===== config.mk =====
export PLATFORM = sky130hd
export DESIGN_NAME = calc_sequencer_flat
export DESIGN_NICKNAME = d
export VERILOG_FILES = /design/src/rtl/calc_sequencer_if.sv /design/src/rtl/calc_sequencer.sv /design/src/flat_wrapper.sv
export SDC_FILE = /design/constraint.sdc
export NUM_CORES = 1
export LEC_CHECK = 0
export CORE_MARGIN = 10
export CORE_UTILIZATION = 54
export DETAILED_ROUTE_END_ITERATION = 8
export PLACE_DENSITY_LB_ADDON = 0.15
export SYNTH_ARGS = -nofsm -noshare
export SYNTH_HDL_FRONTEND = slang
export SYNTH_SLANG_ARGS = --single-unit

===== constraint.sdc =====
create_clock -name clk -period 4.7 [get_ports clk]
set_input_delay 0.94 -clock clk [delete_from_list [all_inputs] [get_ports clk]]
set_output_delay 0.94 -clock clk [all_outputs]
set_load 0.02 [all_outputs]

===== src/rtl/calc_sequencer_if.sv =====
// Keypad-strobe, ALU handshake and display bundle for the calculator sequencer.
// The sequencer connects through the slave modport; keypad/ALU side uses master.
interface calc_sequencer_if #(
    parameter int WIDTH = 16
);
    logic             dig_strobe;
    logic             reset_strobe;
    logic             ex_strobe;
    logic             op_strobe;
    logic             sub_strobe;
    logic [3:0]       dig_code;
    logic [1:0]       op_code;
    logic [WIDTH-1:0] alu_a;
    logic [WIDTH-1:0] alu_b;
    logic [1:0]       alu_op;
    logic             alu_start;
    logic             alu_done;
    logic [WIDTH-1:0] alu_result;
    logic             alu_err;
    logic [WIDTH-1:0] disp_value;
    logic             err;
    logic [2:0]       state;

    modport master (
        output dig_strobe, reset_strobe, ex_strobe, op_strobe, sub_strobe,
        output dig_code, op_code, alu_done, alu_result, alu_err,
        input  alu_a, alu_b, alu_op, alu_start, disp_value, err, state
    );

    modport slave (
        input  dig_strobe, reset_strobe, ex_strobe, op_strobe, sub_strobe,
        input  dig_code, op_code, alu_done, alu_result, alu_err,
        output alu_a, alu_b, alu_op, alu_start, disp_value, err, state
    );
endinterface


===== src/rtl/calc_sequencer.sv =====
// Calculator control FSM: decimal operand entry, operator latch, one ALU
// operation at a time over start/done, and the value shown on the display.
module calc_sequencer #(
    parameter int WIDTH      = 16,
    parameter int MAX_DIGITS = 4
) (
    input logic            clk,
    input logic            rst_n,
    calc_sequencer_if.slave bus
);

    localparam int unsigned       CW   = $clog2(MAX_DIGITS + 1);
    localparam logic [CW-1:0]     MAXC = CW'(MAX_DIGITS);
    localparam logic [WIDTH-1:0]  TEN  = WIDTH'(10);

    typedef enum logic [2:0] {
        ENTER_A = 3'd0,
        ENTER_B = 3'd1,
        EXEC    = 3'd2,
        RESULT  = 3'd3,
        ERROR   = 3'd4,
        ABORT   = 3'd5
    } state_t;

    state_t           state_q, state_d;
    logic [WIDTH-1:0] a_q, a_d, b_q, b_d, mag_q, mag_d;
    logic [WIDTH-1:0] alu_a_q, alu_a_d, alu_b_q, alu_b_d, disp_q, disp_d;
    logic [CW-1:0]    cnt_q, cnt_d;
    logic [1:0]       op_q, op_d;
    logic             neg_a_q, neg_a_d, neg_b_q, neg_b_d;
    logic             start_q, start_d, err_q, err_d;

    logic             clr_key, dig, op, ex, done, clr, cur_neg;
    logic             dig_ok, lead_minus, op_take, op_replace, ex_go;
    logic [WIDTH-1:0] dig_ext, acc, acc_s;

    // reset_strobe outranks every key; digit outranks operator, operator outranks execute
    assign clr_key    = bus.reset_strobe;
    assign dig        = bus.dig_strobe & ~clr_key;
    assign op         = bus.op_strobe & ~bus.dig_strobe & ~clr_key;
    assign ex         = bus.ex_strobe & ~bus.dig_strobe & ~bus.op_strobe & ~clr_key;
    assign done       = bus.alu_done;

    assign dig_ext    = {{(WIDTH-4){1'b0}}, bus.dig_code};
    assign acc        = mag_q * TEN + dig_ext;
    assign cur_neg    = (state_q == ENTER_B) ? neg_b_q : neg_a_q;
    assign acc_s      = cur_neg ? -acc : acc;

    assign dig_ok     = dig & (cnt_q < MAXC);
    assign lead_minus = op & bus.sub_strobe & (cnt_q == '0);
    assign op_take    = op & (cnt_q != '0);
    assign op_replace = op & ~bus.sub_strobe & (cnt_q == '0);
    assign ex_go      = ex & (cnt_q != '0);

    // A clear key that lands on the same cycle as alu_done needs no abort wait
    assign clr = (clr_key && state_q != EXEC && state_q != ABORT)
              || ((state_q == ABORT || (state_q == EXEC && clr_key)) && done);

    always_ff @(posedge clk or negedge rst_n) begin
        if (!rst_n) begin
            state_q <= ENTER_A;
            a_q     <= '0;
            b_q     <= '0;
            mag_q   <= '0;
            cnt_q   <= '0;
            op_q    <= '0;
            neg_a_q <= 1'b0;
            neg_b_q <= 1'b0;
            alu_a_q <= '0;
            alu_b_q <= '0;
            start_q <= 1'b0;
            disp_q  <= '0;
            err_q   <= 1'b0;
        end else begin
            state_q <= state_d;
            a_q     <= a_d;
            b_q     <= b_d;
            mag_q   <= mag_d;
            cnt_q   <= cnt_d;
            op_q    <= op_d;
            neg_a_q <= neg_a_d;
            neg_b_q <= neg_b_d;
            alu_a_q <= alu_a_d;
            alu_b_q <= alu_b_d;
            start_q <= start_d;
            disp_q  <= disp_d;
            err_q   <= err_d;
        end
    end

    always_comb begin
        state_d = state_q;
        if (clr) begin
            state_d = ENTER_A;
        end else begin
            unique case (state_q)
                ENTER_A: if (op_take) state_d = ENTER_B;
                ENTER_B: if (ex_go) state_d = EXEC;
                EXEC: begin
                    if (clr_key)   state_d = ABORT;
                    else if (done) state_d = bus.alu_err ? ERROR : RESULT;
                end
                RESULT: begin
                    if (dig)     state_d = ENTER_A;
                    else if (op) state_d = ENTER_B;
                    else if (ex) state_d = EXEC;
                end
                ERROR:   state_d = ERROR;
                ABORT:   state_d = ABORT;
                default: state_d = ENTER_A;
            endcase
        end
    end

    always_comb begin
        a_d     = a_q;
        b_d     = b_q;
        mag_d   = mag_q;
        cnt_d   = cnt_q;
        op_d    = op_q;
        neg_a_d = neg_a_q;
        neg_b_d = neg_b_q;
        alu_a_d = alu_a_q;
        alu_b_d = alu_b_q;
        start_d = 1'b0;
        disp_d  = disp_q;
        err_d   = err_q;
        unique case (state_q)
            ENTER_A: begin
                if (dig_ok) begin
                    mag_d  = acc;
                    cnt_d  = cnt_q + 1'b1;
                    a_d    = acc_s;
                    disp_d = acc_s;
                end else if (lead_minus) begin
                    neg_a_d = ~neg_a_q;
                end else if (op_take) begin
                    op_d    = bus.op_code;
                    mag_d   = '0;
                    cnt_d   = '0;
                    neg_b_d = 1'b0;
                    b_d     = '0;
                end
            end
            ENTER_B: begin
                if (dig_ok) begin
                    mag_d  = acc;
                    cnt_d  = cnt_q + 1'b1;
                    b_d    = acc_s;
                    disp_d = acc_s;
                end else if (lead_minus) begin
                    neg_b_d = ~neg_b_q;
                end else if (op_replace) begin
                    op_d = bus.op_code;
                end else if (ex_go) begin
                    alu_a_d = a_q;
                    alu_b_d = b_q;
                    start_d = 1'b1;
                end
            end
            EXEC: begin
                if (!clr_key && done) begin
                    if (bus.alu_err) begin
                        err_d  = 1'b1;
                        disp_d = '0;
                    end else begin
                        disp_d = bus.alu_result;
                        a_d    = bus.alu_result;
                    end
                end
            end
            RESULT: begin
                // A keeps the result so operator/execute chain from it; B is kept for repeat
                if (dig) begin
                    mag_d   = dig_ext;
                    cnt_d   = CW'(1);
                    neg_a_d = 1'b0;
                    a_d     = dig_ext;
                    disp_d  = dig_ext;
                end else if (op) begin
                    op_d    = bus.op_code;
                    mag_d   = '0;
                    cnt_d   = '0;
                    neg_b_d = 1'b0;
                    b_d     = '0;
                end else if (ex) begin
                    alu_a_d = a_q;
                    alu_b_d = b_q;
                    start_d = 1'b1;
                end
            end
            default: ;
        endcase
        if (clr) begin
            a_d     = '0;
            b_d     = '0;
            mag_d   = '0;
            cnt_d   = '0;
            op_d    = '0;
            neg_a_d = 1'b0;
            neg_b_d = 1'b0;
            alu_a_d = '0;
            alu_b_d = '0;
            start_d = 1'b0;
            disp_d  = '0;
            err_d   = 1'b0;
        end
    end

    assign bus.alu_a      = alu_a_q;
    assign bus.alu_b      = alu_b_q;
    assign bus.alu_op     = op_q;
    assign bus.alu_start  = start_q;
    assign bus.disp_value = disp_q;
    assign bus.err        = err_q;
    assign bus.state      = state_q;

endmodule


===== src/flat_wrapper.sv =====
// flat-port wrapper written by rule: the top's interface ports become plain ports
module calc_sequencer_flat 
#(
    parameter int WIDTH      = 16,
    parameter int MAX_DIGITS = 4
)
  (clk, rst_n, bus_dig_strobe, bus_reset_strobe, bus_ex_strobe, bus_op_strobe, bus_sub_strobe, bus_dig_code, bus_op_code, bus_alu_done, bus_alu_result, bus_alu_err, bus_alu_a, bus_alu_b, bus_alu_op, bus_alu_start, bus_disp_value, bus_err, bus_state);
  calc_sequencer_if #(.WIDTH(WIDTH)) bus_i ();
  input logic clk;
  input logic rst_n;
  input wire logic [$bits(bus_i.dig_strobe)-1:0] bus_dig_strobe;
  input wire logic [$bits(bus_i.reset_strobe)-1:0] bus_reset_strobe;
  input wire logic [$bits(bus_i.ex_strobe)-1:0] bus_ex_strobe;
  input wire logic [$bits(bus_i.op_strobe)-1:0] bus_op_strobe;
  input wire logic [$bits(bus_i.sub_strobe)-1:0] bus_sub_strobe;
  input wire logic [$bits(bus_i.dig_code)-1:0] bus_dig_code;
  input wire logic [$bits(bus_i.op_code)-1:0] bus_op_code;
  input wire logic [$bits(bus_i.alu_done)-1:0] bus_alu_done;
  input wire logic [$bits(bus_i.alu_result)-1:0] bus_alu_result;
  input wire logic [$bits(bus_i.alu_err)-1:0] bus_alu_err;
  output wire logic [$bits(bus_i.alu_a)-1:0] bus_alu_a;
  output wire logic [$bits(bus_i.alu_b)-1:0] bus_alu_b;
  output wire logic [$bits(bus_i.alu_op)-1:0] bus_alu_op;
  output wire logic [$bits(bus_i.alu_start)-1:0] bus_alu_start;
  output wire logic [$bits(bus_i.disp_value)-1:0] bus_disp_value;
  output wire logic [$bits(bus_i.err)-1:0] bus_err;
  output wire logic [$bits(bus_i.state)-1:0] bus_state;
  assign bus_i.dig_strobe = bus_dig_strobe;
  assign bus_i.reset_strobe = bus_reset_strobe;
  assign bus_i.ex_strobe = bus_ex_strobe;
  assign bus_i.op_strobe = bus_op_strobe;
  assign bus_i.sub_strobe = bus_sub_strobe;
  assign bus_i.dig_code = bus_dig_code;
  assign bus_i.op_code = bus_op_code;
  assign bus_i.alu_done = bus_alu_done;
  assign bus_i.alu_result = bus_alu_result;
  assign bus_i.alu_err = bus_alu_err;
  assign bus_alu_a = bus_i.alu_a;
  assign bus_alu_b = bus_i.alu_b;
  assign bus_alu_op = bus_i.alu_op;
  assign bus_alu_start = bus_i.alu_start;
  assign bus_disp_value = bus_i.disp_value;
  assign bus_err = bus_i.err;
  assign bus_state = bus_i.state;
  calc_sequencer #(.WIDTH(WIDTH), .MAX_DIGITS(MAX_DIGITS)) u_core (.clk(clk), .rst_n(rst_n), .bus(bus_i));
endmodule

Yosys cells after proc, flatten, opt, wreduce, memory -nomap -nowiden
Index checks and enable logic that the tools add are counted.

word-level totals
  flip-flop bits (word level) = 108
  output and inout bits = 55
  bits of input ports = 31

operators by class
  multipliers = 1
  $lt $le $gt $ge = 1
  mux-type cells = 97
  reduce and logical (&&, ||, !) cells = 30
  add/sub/neg operators = 3
  bitwise operators = 19
  equal/unequal tests = 32

operators with widths
  operator                 number
  $mux W16                 35
  $pmux W16 S3             4
  $pmux W16 S2             2
  $mux W3                  16
  $ne A3 B1 Y1 const B     11
  $mux W1                  25
  $ne A3 B2 Y1 const B     8
  $mux W2                  9
  $pmux W3 S6              1
  $add A16 B4 Y16          1
  $mul A16 B3 Y15 const B  1
  $neg A16 Y16             1
  $reduce_and A8 Y1        2
  $and A1 B1 Y1            13
  $reduce_and A4 Y1        3
  $reduce_bool A4 Y1       3
  $reduce_and A5 Y1        2
  $ne A3 B3 Y1 const B     3
  $pmux W3 S3              1
  $reduce_and A9 Y1        1
  $reduce_bool A3 Y1       3
  $ne A4 B1 Y1 const B     2
  $reduce_and A7 Y1        1
  $eq A3 B2 Y1 const B     2
  18 further kinds         33

Logic depth before layout (Yosys ltp)
Gate-level depths: netlist of run 1.

  word-level depth = 11
  depth in mapped cells = 12

Worst setup path before layout of run 1
Ideal clock, no wire load.

  path type = flip-flop to flip-flop
  start = register u_core.mag_q[1]
  end = register u_core.a_q[15]
  setup slack = 1.085 ns
  cell stages (with the launch flop) = 13
  data arrival time = 3.489 ns
  required time = 4.574 ns
  path through = dfrtp_1 ha_1 ha_1 fa_1 a211oi_2 o31ai_4 a311oi_2 nor2_1 xor2_1 and3_1 a41oi_1 xor2_1 a221o_1

between the ends
  word-level cells in the longest chain between the ends = 7

ends and longest elaborated chain
  item                      line                   source
  start: declaration        calc_sequencer.sv:26   logic [WIDTH-1:0] a_q, a_d, b_q, b_d, mag_q, mag_d;
  start signal: assignment  calc_sequencer.sv:78   mag_q <= mag_d;
  $mul A16 B3 Y15 (*)       calc_sequencer.sv:45   assign acc = mag_q * TEN + dig_ext;
  $add A16 B4 Y16 (*)       calc_sequencer.sv:45
  $neg A16 Y16              calc_sequencer.sv:47   assign acc_s = cur_neg ? -acc : acc;
  $mux W16 (*)              calc_sequencer.sv:47
  $mux W16 (*)              calc_sequencer.sv:130  if (dig_ok) begin
  $pmux W16 S3 (*)          calc_sequencer.sv:128  unique case (state_q)
  $mux W16 (*)              calc_sequencer.sv:194  if (clr) begin
  end signal: assignment    calc_sequencer.sv:62   a_q <= '0;
  end signal: assignment    calc_sequencer.sv:76   a_q <= a_d;
  end: declaration          calc_sequencer.sv:26

Mark *: on every way between the ends. The rest lies on a longest branch, timed or not. The select of a mux whose other input is x is not followed.
A chain may end at the register's enable or synchronous reset.

Final worst setup path of run 1
Ends and elaborated chain as after synthesis.

==> results of run 1 <==
power breakdown:
group / internal [mW] / switching [mW]
clock network: 0.416 / 0.351
registers: 1.22 / 0.218
logic: 1.16 / 1.82
cell type report:
cell class	count	area, um2
fillers	929	3830
multi-input cells	527	3390
flip-flops and latches	107	2680
repair buffers	99	953
clock buffers	10	229
well taps	143	179
clock inverters	5	62.6
inverters	13	48.8
cells by family after synthesis:
family | Yosys count | synth area share (%)
muxes | 13 | 2.18
AOI/OAI and AO/OA | 203 | 22.4
adders and majority gates | 31 | 6.45
xor gates and xnor gates | 33 | 5.45
and+or+nand+nor | 247 | 17.8
DFF | 107 | 42.9
buffers and inverters | 48 | 2.88
per-stage QoR:
| stage | setup slack (ns) | area, um2 | hold slack, ns |
|---|---|---|---|
| 2_1_floorplan | 1.09 | 6250 | 0.448 |
| 3_3_place_gp | 0.642 | 7250 | 0.462 |
| 3_5_place_dp | 0.457 | 7250 | 0.470 |
| 4_1_cts | 0.729 | 7540 | 0.485 |
| 5_1_grt | 0.457 | 7540 | 0.508 |
| 6_report | 0.736 | 7540 | 0.481 |
path summary, 6_finish.rpt:
| check | start | endpoint | cells after the start |
|---|---|---|---|
| hold reg to reg | u_core.bus.alu_a[14]$_DFFE_PN0P_ | u_core.bus.alu_a[14]$_DFFE_PN0P_ | 2 |
| max in group asynchronous | rst_n | u_core.bus.state[2]$_DFFE_PN0P_ | 2 |
| min in group asynchronous | rst_n | u_core.bus.alu_a[0]$_DFFE_PN0P_ | 1 |
| setup reg to reg | u_core.mag_q[1]$_DFFE_PN0P_ | u_core.a_q[15]$_DFFE_PN0P_ | 13 |
| setup / recovery | u_core.mag_q[1]$_DFFE_PN0P_ | u_core.a_q[15]$_DFFE_PN0P_ | 13 |
| hold / removal | u_core.bus.alu_a[14]$_DFFE_PN0P_ | u_core.bus.alu_a[14]$_DFFE_PN0P_ | 2 |
flip-flops by register name, indices dropped and copies added, names as in the netlist, 2 cells and up:
| signal | count |
|---|---|
| u_core.bus.state | 3 |
| u_core.bus.alu_a | 16 |
| u_core.mag_q | 15 |
| u_core.a_q | 16 |
| u_core.cnt_q | 3 |
| u_core.b_q | 16 |
| u_core.bus.alu_op | 2 |
| u_core.bus.alu_b | 16 |
| u_core.bus.disp_value | 16 |
worst register-to-register path, stage by stage (launching register included):
cell	delay, ns
dfrtp_1	0.43
ha_1	0.31
ha_1	0.26
fa_1	0.46
a211oi_2	0.44
o31ai_4	0.16
a311oi_2	0.45
nor2_1	0.09
xor2_1	0.17
buf_4	0.15
and3_1	0.16
a41oi_1	0.28
xor2_1	0.15
a221o_1	0.34
cells in the final DEF, fill, tap and decap left out, drive strengths merged, types with 9 or more instances in the layout:
cell type	instances
clkdlybuf4s50	84
xor2	9
o31ai	14
ha	29
dfrtp	107
xnor2	22
nor3	14
nor2	41
inv	15
clkbuf	10
o21ai	83
nand2	148
a21oi	29
a22o	14
a221o	11
buf	15
routing by layer:
metal	vias up	track usage [%]	wire length [um]
met5	-	0	0
met4	0	6.62	302
met3	25	4.26	1190
met2	184	33.0	7840
met1	2591	27.5	7210
li1	2588	-	-
==> flow_summary_export.csv, run 1 <==
group,metric,value,unit
detailed_routing,antenna_left,0,
clock_tree,post_cts_resized,0,
yosys,syn-num-nets,744,
worst_setup_path,worst-path-buf-inv,1,
place,hpwl,12600,um
final_layout,utilization,66.3,%
yosys,yosys.area.top_type,"dfrtp_1",
timing,rsz0062_at_grt,"no",
place,gp_congestion,0.895,
worst_setup_path,max_stage_delay,0.46,ns
die,core_region_area,11400,um2
worst_setup_path,crit_chain,"ha_1 -> ha_1 -> fa_1 -> a211oi_2 -> o31ai_4 -> a311oi_2 -> nor2_1 -> xor2_1 -> buf_4 -> and3_1 -> a41oi_1 -> xor2_1 -> a221o_1",
timing,finalSetupViolations,0,
detailed_routing,routed_wl,16500,um
timing,finalHoldViolCount,0,
pwr,power.density,688,nW/um2
worst_setup_path,worstPathMaxFanout,4,
clock_tree,cts_tree,"yes",
clock_tree,cts-root-buf,"clkbuf_16",
detailed_routing,routed-via-count,5388,
place,dp.cells,889,
global_routing,grt_pass1_vias,5324,
die,dieArea,16300,um2
worst_setup_path,cp-end-kind,"register",
clock_tree,holdBufCountCts,0,
worst_setup_path,setup.worst_path.class,"reg2reg",
yosys,synth_cells,682,
global_routing,track_usage,20.6,%
yosys,avgSynthCellArea,9.16,um2
yosys,seq_area_frac_synth,42.9,%
yosys,ys_warn_count,0,
timing,slew_viol_final,0,
yosys,synth.distinct_cells,77,
detailed_routing,drt_first_pass_iters,5,
final_layout,finalNetCount,819,
detailed_routing,avgRoutedWirePerCell,18.3,um
yosys,netlist.area_leader.share,42.9,%
clock_tree,cts.clk_slew.worst_paths,0.07,ns
detailed_routing,viasPerCell,5.96,
global_routing,antenna_found_initial,0,
clock_tree,clk_latency,0.35,ns
final_layout,fin_cells,904,
timing,finalCritPeriodShare,84.3,%
clock_tree,post_cts_buffers,0,
hold_path,hp-class,"reg2reg",
final_layout,syn_to_final_growth,20.7,%
yosys,syn_area,6250,um2
timing,max_freq,252,MHz
worst_setup_path,cp_slowest_cell,"fa_1",
pwr,p_leak,3.34,nW
timing,finalSetupTns,0,ns
die,initial_utilization,55.0,%
worst_setup_path,worstSetupStartpointType,"register",
yosys,ys_ff_latch,107,
final_layout,insertedDiodeCount,0,
worst_setup_path,reg2reg_slack,0.74,ns
timing,relSlewSlack,34.8,%
worst_setup_path,arrival,4.20,ns
die,die_h,128,um
clock_tree,clock_sink_count,107,
die,rows,39,
yosys,synthTopCellsByArea,"dfrtp_1 (43%), nand2_1 (8.9%), o21ai_0 (6.6%), ha_1 (5.8%), xnor2_1 (2.9%)",
detailed_routing,drt_iter0_markers,630,
yosys,synth.most_common_cell,"nand2_1",
pwr,peakVddDrop,0.363,mV
worst_setup_path,critPathTopFamily,"compound AO/OA/AOI/OAI gates",
yosys,synth-edff-count,0,
worst_setup_path,critPathRequiredTime,4.94,ns
yosys,post_synth_most_frequent_cells,"nand2_1 (148), dfrtp_1 (107), o21ai_0 (82)",
pwr,power.total,5.19,mW
global_routing,grt_pass1_wl,27700,um
die,dieWidth,128,um
flow_run,max-cap-violations,0,
die,ios,86,
yosys,ys.flop_type,"dfrtp_1",
timing,finalClockSkew,0.00614,ns
timing,worst_slew_pin_slew,0.978,ns
clock_tree,cts-buffers-inserted,9,
clock_tree,cts-htree-levels,3,
detailed_routing,drc,0,
outcome,outcome,"completed",
clock_tree,clk_path_buf_depth,2,
place,portBuffers,85,
timing,post-route-min-period,3.96,ns
global_routing,grt_max_degree,82,
final_layout,drive_gt1_share,7.62,%
yosys,async_flop_share,100,%
global_routing,grt-ovfl-total,0,
Power figures use the tool's default switching activity.
==> run 2, diff against run 1 <==
--- a/config.mk
+++ b/config.mk
@@ -6,7 +6,7 @@
 export NUM_CORES = 1
 export LEC_CHECK = 0
 export CORE_MARGIN = 10
-export CORE_UTILIZATION = 54
+export CORE_UTILIZATION = 50
 export DETAILED_ROUTE_END_ITERATION = 8
 export PLACE_DENSITY_LB_ADDON = 0.15
 export SYNTH_ARGS = -nofsm -noshare
==> constraint.sdc (replaced) <==
create_clock -name clk -period 3.5 [get_ports clk]
set_input_delay 0.7 -clock clk [delete_from_list [all_inputs] [get_ports clk]]
set_output_delay 0.7 -clock clk [all_outputs]
set_load 0.02 [all_outputs]
==> flow_summary_export.csv, run 2 (synthesis results as in run 1) <==
group,metric,value,unit
place,gp_congestion,0.895,
clock_tree,clk_latency,0.36,ns
worst_setup_path,setup.worst_path.class,"reg2reg",
worst_setup_path,worstPathMaxFanout,4,
global_routing,antenna_found_initial,0,
worst_setup_path,worstSetupStartpointType,"register",
detailed_routing,viasPerCell,5.73,
global_routing,track_usage,20.7,%
worst_setup_path,crit_chain,"ha_1 -> ha_2 -> fa_2 -> xor2_2 -> nand4_2 -> buf_6 -> nor4_4 -> nand3_2 -> nor4_4 -> xnor2_2 -> a31o_1 -> xor2_2 -> a221o_1",
clock_tree,holdBufCountCts,0,
worst_setup_path,critPathRequiredTime,3.74,ns
timing,max_freq,285,MHz
detailed_routing,routed_wl,18100,um
final_layout,layout_common_cells,"nand2_1 (148), dfrtp_1 (107), clkdlybuf4s50_1 (84), o21ai_0 (82), buf_4 (62)",
worst_setup_path,r2r-start,"u_core.mag_q[3]$_DFFE_PN0P_",
detailed_routing,drt_first_pass_iters,8,
final_layout,drive_gt1_share,16.0,%
timing,worst_slew_pin_slew,1.07,ns
clock_tree,clock_sink_count,107,
clock_tree,cts-buffers-inserted,9,
die,ios,86,
die,die_h,132,um
die,dieWidth,132,um
timing,slew_viol_final,0,
outcome,violations,"setup timing",
timing,finalSetupTns,-0.0419,ns
detailed_routing,avgRoutedWirePerCell,18.5,um
clock_tree,cts_tree,"yes",
detailed_routing,drc,0,
worst_setup_path,reg2reg_depth,13,
clock_tree,cts-root-buf,"clkbuf_16",
global_routing,grt_pass1_vias,5638,
worst_setup_path,cp-end-kind,"register",
hold_path,hp-class,"in2async",
worst_setup_path,max_stage_delay,0.41,ns
pwr,power.density,937,nW/um2
final_layout,syn_to_final_growth,30.2,%
global_routing,grt_pass1_wl,29800,um
detailed_routing,drt_iter0_markers,503,
worst_setup_path,cp_slowest_cell,"dfrtp_1",
outcome,outcome,"finished, violations left",
worst_setup_path,reg2reg_slack,-0.01,ns
timing,rsz0062_at_grt,"yes",
global_routing,grt_max_degree,65,
die,dieArea,17400,um2
die,initial_utilization,51.6,%
detailed_routing,antenna_left,0,
clock_tree,cts-htree-levels,3,
timing,finalCritPeriodShare,100,%
pwr,peakVddDrop,0.457,mV
place,portBuffers,85,
flow_run,max-cap-violations,0,
clock_tree,cts.clk_slew.worst_paths,0.07,ns
place,dp_slack,-0.382,ns
timing,finalClockSkew,0.00973,ns
pwr,p_leak,3.61,nW
timing,layout_setup_ws,-0.0124,ns
die,rows,40,
global_routing,grt-ovfl-total,0,
worst_setup_path,worstSetupStartpoint,"u_core.mag_q[3]$_DFFE_PN0P_",
final_layout,insertedDiodeCount,0,
final_layout,final_common_cell,"nand2_1",
clock_tree,clk_path_buf_depth,2,
worst_setup_path,arrival,3.75,ns
detailed_routing,routed-via-count,5608,
timing,finalSetupViolations,4,
worst_setup_path,reg2reg_to,"u_core.a_q[14]$_DFFE_PN0P_",
timing,relSlewSlack,28.7,%
timing,post-route-min-period,3.51,ns
timing,finalHoldViolCount,0,
die,core_region_area,12100,um2
place,hpwl,13800,um
final_layout,finalNetCount,868,
-- run 2: worst max path at each step --
stage / slack, ns / endpoint
2_1_floorplan: 0.03 / u_core.a_q[15]$_DFFE_PN0P_
3_3_place_gp: -0.26 / u_core.a_q[12]$_DFFE_PN0P_
3_5_place_dp: -0.38 / u_core.a_q[12]$_DFFE_PN0P_
4_1_cts: -0.003 / u_core.a_q[15]$_DFFE_PN0P_
5_1_grt: -0.17 / u_core.a_q[15]$_DFFE_PN0P_
6_report: -0.01 / u_core.a_q[14]$_DFFE_PN0P_
-- run 2: metrics by stage --
| step | hold slack [ns] | std cells | utilization (%) | power (mW) | cell area [um2] |
|---|---|---|---|---|---|
| after floorplan | 0.404 | 682 | - | 4.63 | 6260 |
| after global placement | 0.460 | 961 | 63.2 | 6.26 | 7660 |
| after detailed placement | 0.469 | 961 | 63.2 | 6.39 | 7660 |
| after CTS | 0.409 | 978 | 66.0 | 7.51 | 8000 |
| after global routing | 0.437 | 979 | 67.1 | 8.16 | 8130 |
| final | 0.381 | 979 | 67.1 | 7.62 | 8130 |
-- run 2: power breakdown --
| group | internal (mW) | total, mW | switching [mW] |
|---|---|---|---|
| clock | 0.566 | 1.05 | 0.487 |
| sequential | 1.64 | 1.93 | 0.294 |
| combinational | 1.98 | 4.64 | 2.66 |
| total | 4.18 | 7.62 | 3.44 |
-- run 2: cell type report --
class	instances	area, um2
fillers	1009	3980
well taps	168	210
inverters	13	48.8
clock buffers	10	229
clock inverters	6	72.6
repair buffers	148	1340
flip-flops and latches	107	2680
multi-input cells	527	3560
-- run 2: worst max-delay path, delay by kind of cell (launching register included) --
kind | cells | cell delay [ns]
adder cells (fa/ha/maj) | 3 | 0.90
AND/OR/NAND/NOR | 4 | 0.85
AO/OA/AOI/OAI | 2 | 0.57
XOR/XNOR | 3 | 0.51
flip-flops | 1 | 0.41
buffers and inverters | 1 | 0.15
-- run 2: per-layer routing --
layer  up-vias  GRT usage, %  part of all wire, %
met3        20          4.04                  5.5
met4         0          5.19                  1.3
li1       2694             -                    -
met5         -             0                    0
met1      2715          27.5                   44
met2       179          33.9                   49
-- run 2: what timing repair did --
item	CTS	global route
setup endpoints to repair	8	19
buffers inserted	1	1
pin swaps	4	15
resized for setup	5	22
==> run 3, diff against run 2 <==
--- a/config.mk
+++ b/config.mk
@@ -5,8 +5,9 @@
 export SDC_FILE = /design/constraint.sdc
 export NUM_CORES = 1
 export LEC_CHECK = 0
+export ABC_AREA = 1
 export CORE_MARGIN = 10
-export CORE_UTILIZATION = 50
+export CORE_UTILIZATION = 51
 export DETAILED_ROUTE_END_ITERATION = 8
 export PLACE_DENSITY_LB_ADDON = 0.15
 export SYNTH_ARGS = -nofsm -noshare
==> flow_summary_export.csv, run 3 <==
group,metric,value,unit
clock_tree,cts-htree-levels,3,
yosys,synth.distinct_cells,41,
timing,post-route-min-period,3.28,ns
worst_setup_path,worstPathMaxFanout,4,
global_routing,grt_pass1_wl,28900,um
yosys,ys_ff_latch,107,
clock_tree,clk_path_buf_depth,2,
clock_tree,clk_latency,0.36,ns
worst_setup_path,reg2reg_to,"u_core.bus.disp_value[14]$_DFFE_PN0P_",
worst_setup_path,arrival,3.55,ns
yosys,synth-edff-count,0,
timing,finalClockSkew,0.0126,ns
worst_setup_path,worstSetupStartpointType,"register",
clock_tree,clock_sink_count,107,
die,core_region_area,12600,um2
die,rows,41,
die,dieWidth,133,um
final_layout,final_common_cell,"nand2_1",
hold_path,hp-class,"in2async",
clock_tree,cts-buffers-inserted,9,
yosys,post_synth_most_frequent_cells,"nand2_1 (220), inv_1 (125), dfrtp_1 (107)",
timing,worst_slew_pin_slew,0.829,ns
detailed_routing,drt_first_pass_iters,5,
timing,rsz0062_at_grt,"no",
global_routing,track_usage,19.8,%
yosys,ys.flop_type,"dfrtp_1",
worst_setup_path,reg2reg_slack,0.22,ns
detailed_routing,drc,0,
timing,holdWs,0.432,ns
clock_tree,cts-root-buf,"clkbuf_16",
yosys,yosys.area.top_type,"dfrtp_1",
clock_tree,cts.clk_slew.worst_paths,0.08,ns
place,portBuffers,85,
worst_setup_path,reg2reg_depth,22,
detailed_routing,routed-via-count,5927,
clock_tree,cts_tree,"yes",
timing,max_freq,305,MHz
global_routing,grt_pass1_vias,5622,
yosys,seq_area_frac_synth,41.1,%
die,dieArea,17700,um2
detailed_routing,routed_wl,17300,um
outcome,outcome,"completed",
timing,slew_viol_final,0,
place,gp_congestion,0.917,
final_layout,layout_common_cells,"nand2_1 (218), inv_1 (125), dfrtp_1 (107), nand3_1 (87), clkdlybuf4s50_1 (84)",
detailed_routing,viasPerCell,5.23,
timing,relSlewSlack,44.7,%
global_routing,grt_max_degree,65,
yosys,synth_cells,865,
yosys,ys_warn_count,0,
clock_tree,holdBufCountCts,0,
timing,finalSetupTns,0,ns
global_routing,antenna_found_initial,0,
timing,finalCritPeriodShare,93.8,%
place,hpwl,13400,um
final_layout,insertedDiodeCount,0,
detailed_routing,avgRoutedWirePerCell,15.3,um
die,initial_utilization,51.9,%
final_layout,drive_gt1_share,8.53,%
yosys,syn-num-nets,927,
worst_setup_path,setup.worst_path.class,"reg2reg",
timing,finalHoldViolCount,0,
pwr,p_leak,3.87,nW
yosys,avgSynthCellArea,7.54,um2
global_routing,grt-ovfl-total,0,
yosys,synth.most_common_cell,"nand2_1",
yosys,syn_area,6520,um2
yosys,async_flop_share,100,%
die,ios,86,
worst_setup_path,cp-end-kind,"register",
worst_setup_path,critPathRequiredTime,3.76,ns
yosys,synthTopCellsByArea,"dfrtp_1 (41%), nand2_1 (13%), inv_1 (7.2%), nand3_1 (6.7%), ha_1 (5.6%)",
final_layout,syn_to_final_growth,21.8,%
die,die_h,133,um
detailed_routing,antenna_left,0,
yosys,netlist.area_leader.share,41.1,%
pwr,power.density,873,nW/um2
worst_setup_path,r2r-start,"u_core.mag_q[3]$_DFFE_PN0P_",
timing,finalSetupViolations,0,
detailed_routing,drt_iter0_markers,547,
flow_run,max-cap-violations,0,
pwr,peakVddDrop,0.504,mV
final_layout,finalNetCount,1018,
## run 3: cell types whose count changed after synthesis, moves of 11 or more
cell / change
xnor2_1: -17
nand3_1: +82
clkbuf_1: -26
o21ai_0: -21
o21ai_1: +31
o22ai_1: +17
a221o_1: -11
inv_1: +113
nand4_1: +11
nand2_1: +72
a22o_1: -14
nor3_1: -12
## run 3: how the worst max path moves through the flow
stage                                            from                                    end  slack (ns)  cells past startpoint
final                     u_core.mag_q[3]$_DFFE_PN0P_  u_core.bus.disp_value[14]$_DFFE_PN0P_        0.22                     22
after global routing      u_core.mag_q[3]$_DFFE_PN0P_             u_core.a_q[13]$_DFFE_PN0P_       0.004                     21
after CTS                 u_core.mag_q[3]$_DFFE_PN0P_             u_core.a_q[13]$_DFFE_PN0P_        0.16                     21
after detailed placement              bus_dig_code[1]             u_core.a_q[13]$_DFFE_PN0P_        0.06                     16
after global placement                bus_dig_code[1]             u_core.a_q[14]$_DFFE_PN0P_        0.11                     21
after floorplan           u_core.mag_q[1]$_DFFE_PN0P_             u_core.a_q[13]$_DFFE_PN0P_        0.49                     21
## run 3: what timing repair did
item	CTS	global route
setup buffers	0	0
endpoints found under the setup margin	0	13
gates resized for setup	0	11
## run 3: report_power, final
part	leakage [nW]	total [mW]	switching [mW]	internal (mW)
Combinational	2.28	3.95	2.51	1.44
Clock	0.151	1.05	0.531	0.515
Sequential	1.44	1.93	0.280	1.65
## run 3: metrics by stage
step	instances	instance area (um2)	utilization (%)	setup slack [ns]	total power [mW]
global route	1133	7940	63.2	0.00435	7.52
finish	1133	7940	63.2	0.216	6.93
global placement	1117	7600	60.5	0.109	5.83
floorplan	865	6520	-	0.491	4.55
detailed placement	1117	7600	60.5	0.0621	5.87
CTS	1133	7910	63.0	0.163	6.94
## run 3: cells by family (layout without fill, tap and decap cells)
family / after synthesis / in the layout / share of synthesized area (%)
flip-flops: 107 / 107 / 41.1
XOR/XNOR: 17 / 17 / 2.40
buffers and inverters: 162 / 258 / 10.3
AND/OR/NAND/NOR: 390 / 390 / 26.3
AO/OA/AOI/OAI: 158 / 158 / 13.8
adder cells (fa/ha/maj): 31 / 31 / 6.18
## run 3: cell type report
class | instances | area (um2)
clock inverter | 7 | 86.3
sequential | 107 | 2680
tap | 172 | 215
clock buffer | 9 | 225
fill | 1126 | 4630
timing repair buffer | 107 | 1030
multi-input combinational | 596 | 3200
inverter | 135 | 509
## run 3: critical path: stages (launching register included)
cell and delay (ns):
dfrtp_1 0.41, ha_1 0.29, ha_2 0.22, fa_1 0.52
nand2_1 0.08, nor2_1 0.10, nand2_1 0.08, nand2_1 0.07
nand2_1 0.11, nor2_4 0.18, inv_1 0.06, nor2_2 0.12
nand2_1 0.06, nand2_1 0.10, nand2_1 0.11, nor2_2 0.16
nand2_1 0.09, nand2_1 0.06, nand2_1 0.04, nand2_1 0.12
nand2_1 0.08, nand2_1 0.08, nand2_1 0.05
## run 3: metal layers
layer  track usage (%)  share of wire (%)  wire length [um]
met1              27.6                 48              8280
met2              30.4                 45              7880
met3              3.79                5.6               979
met4              5.38                1.2               210
met5                 0                  0                 0
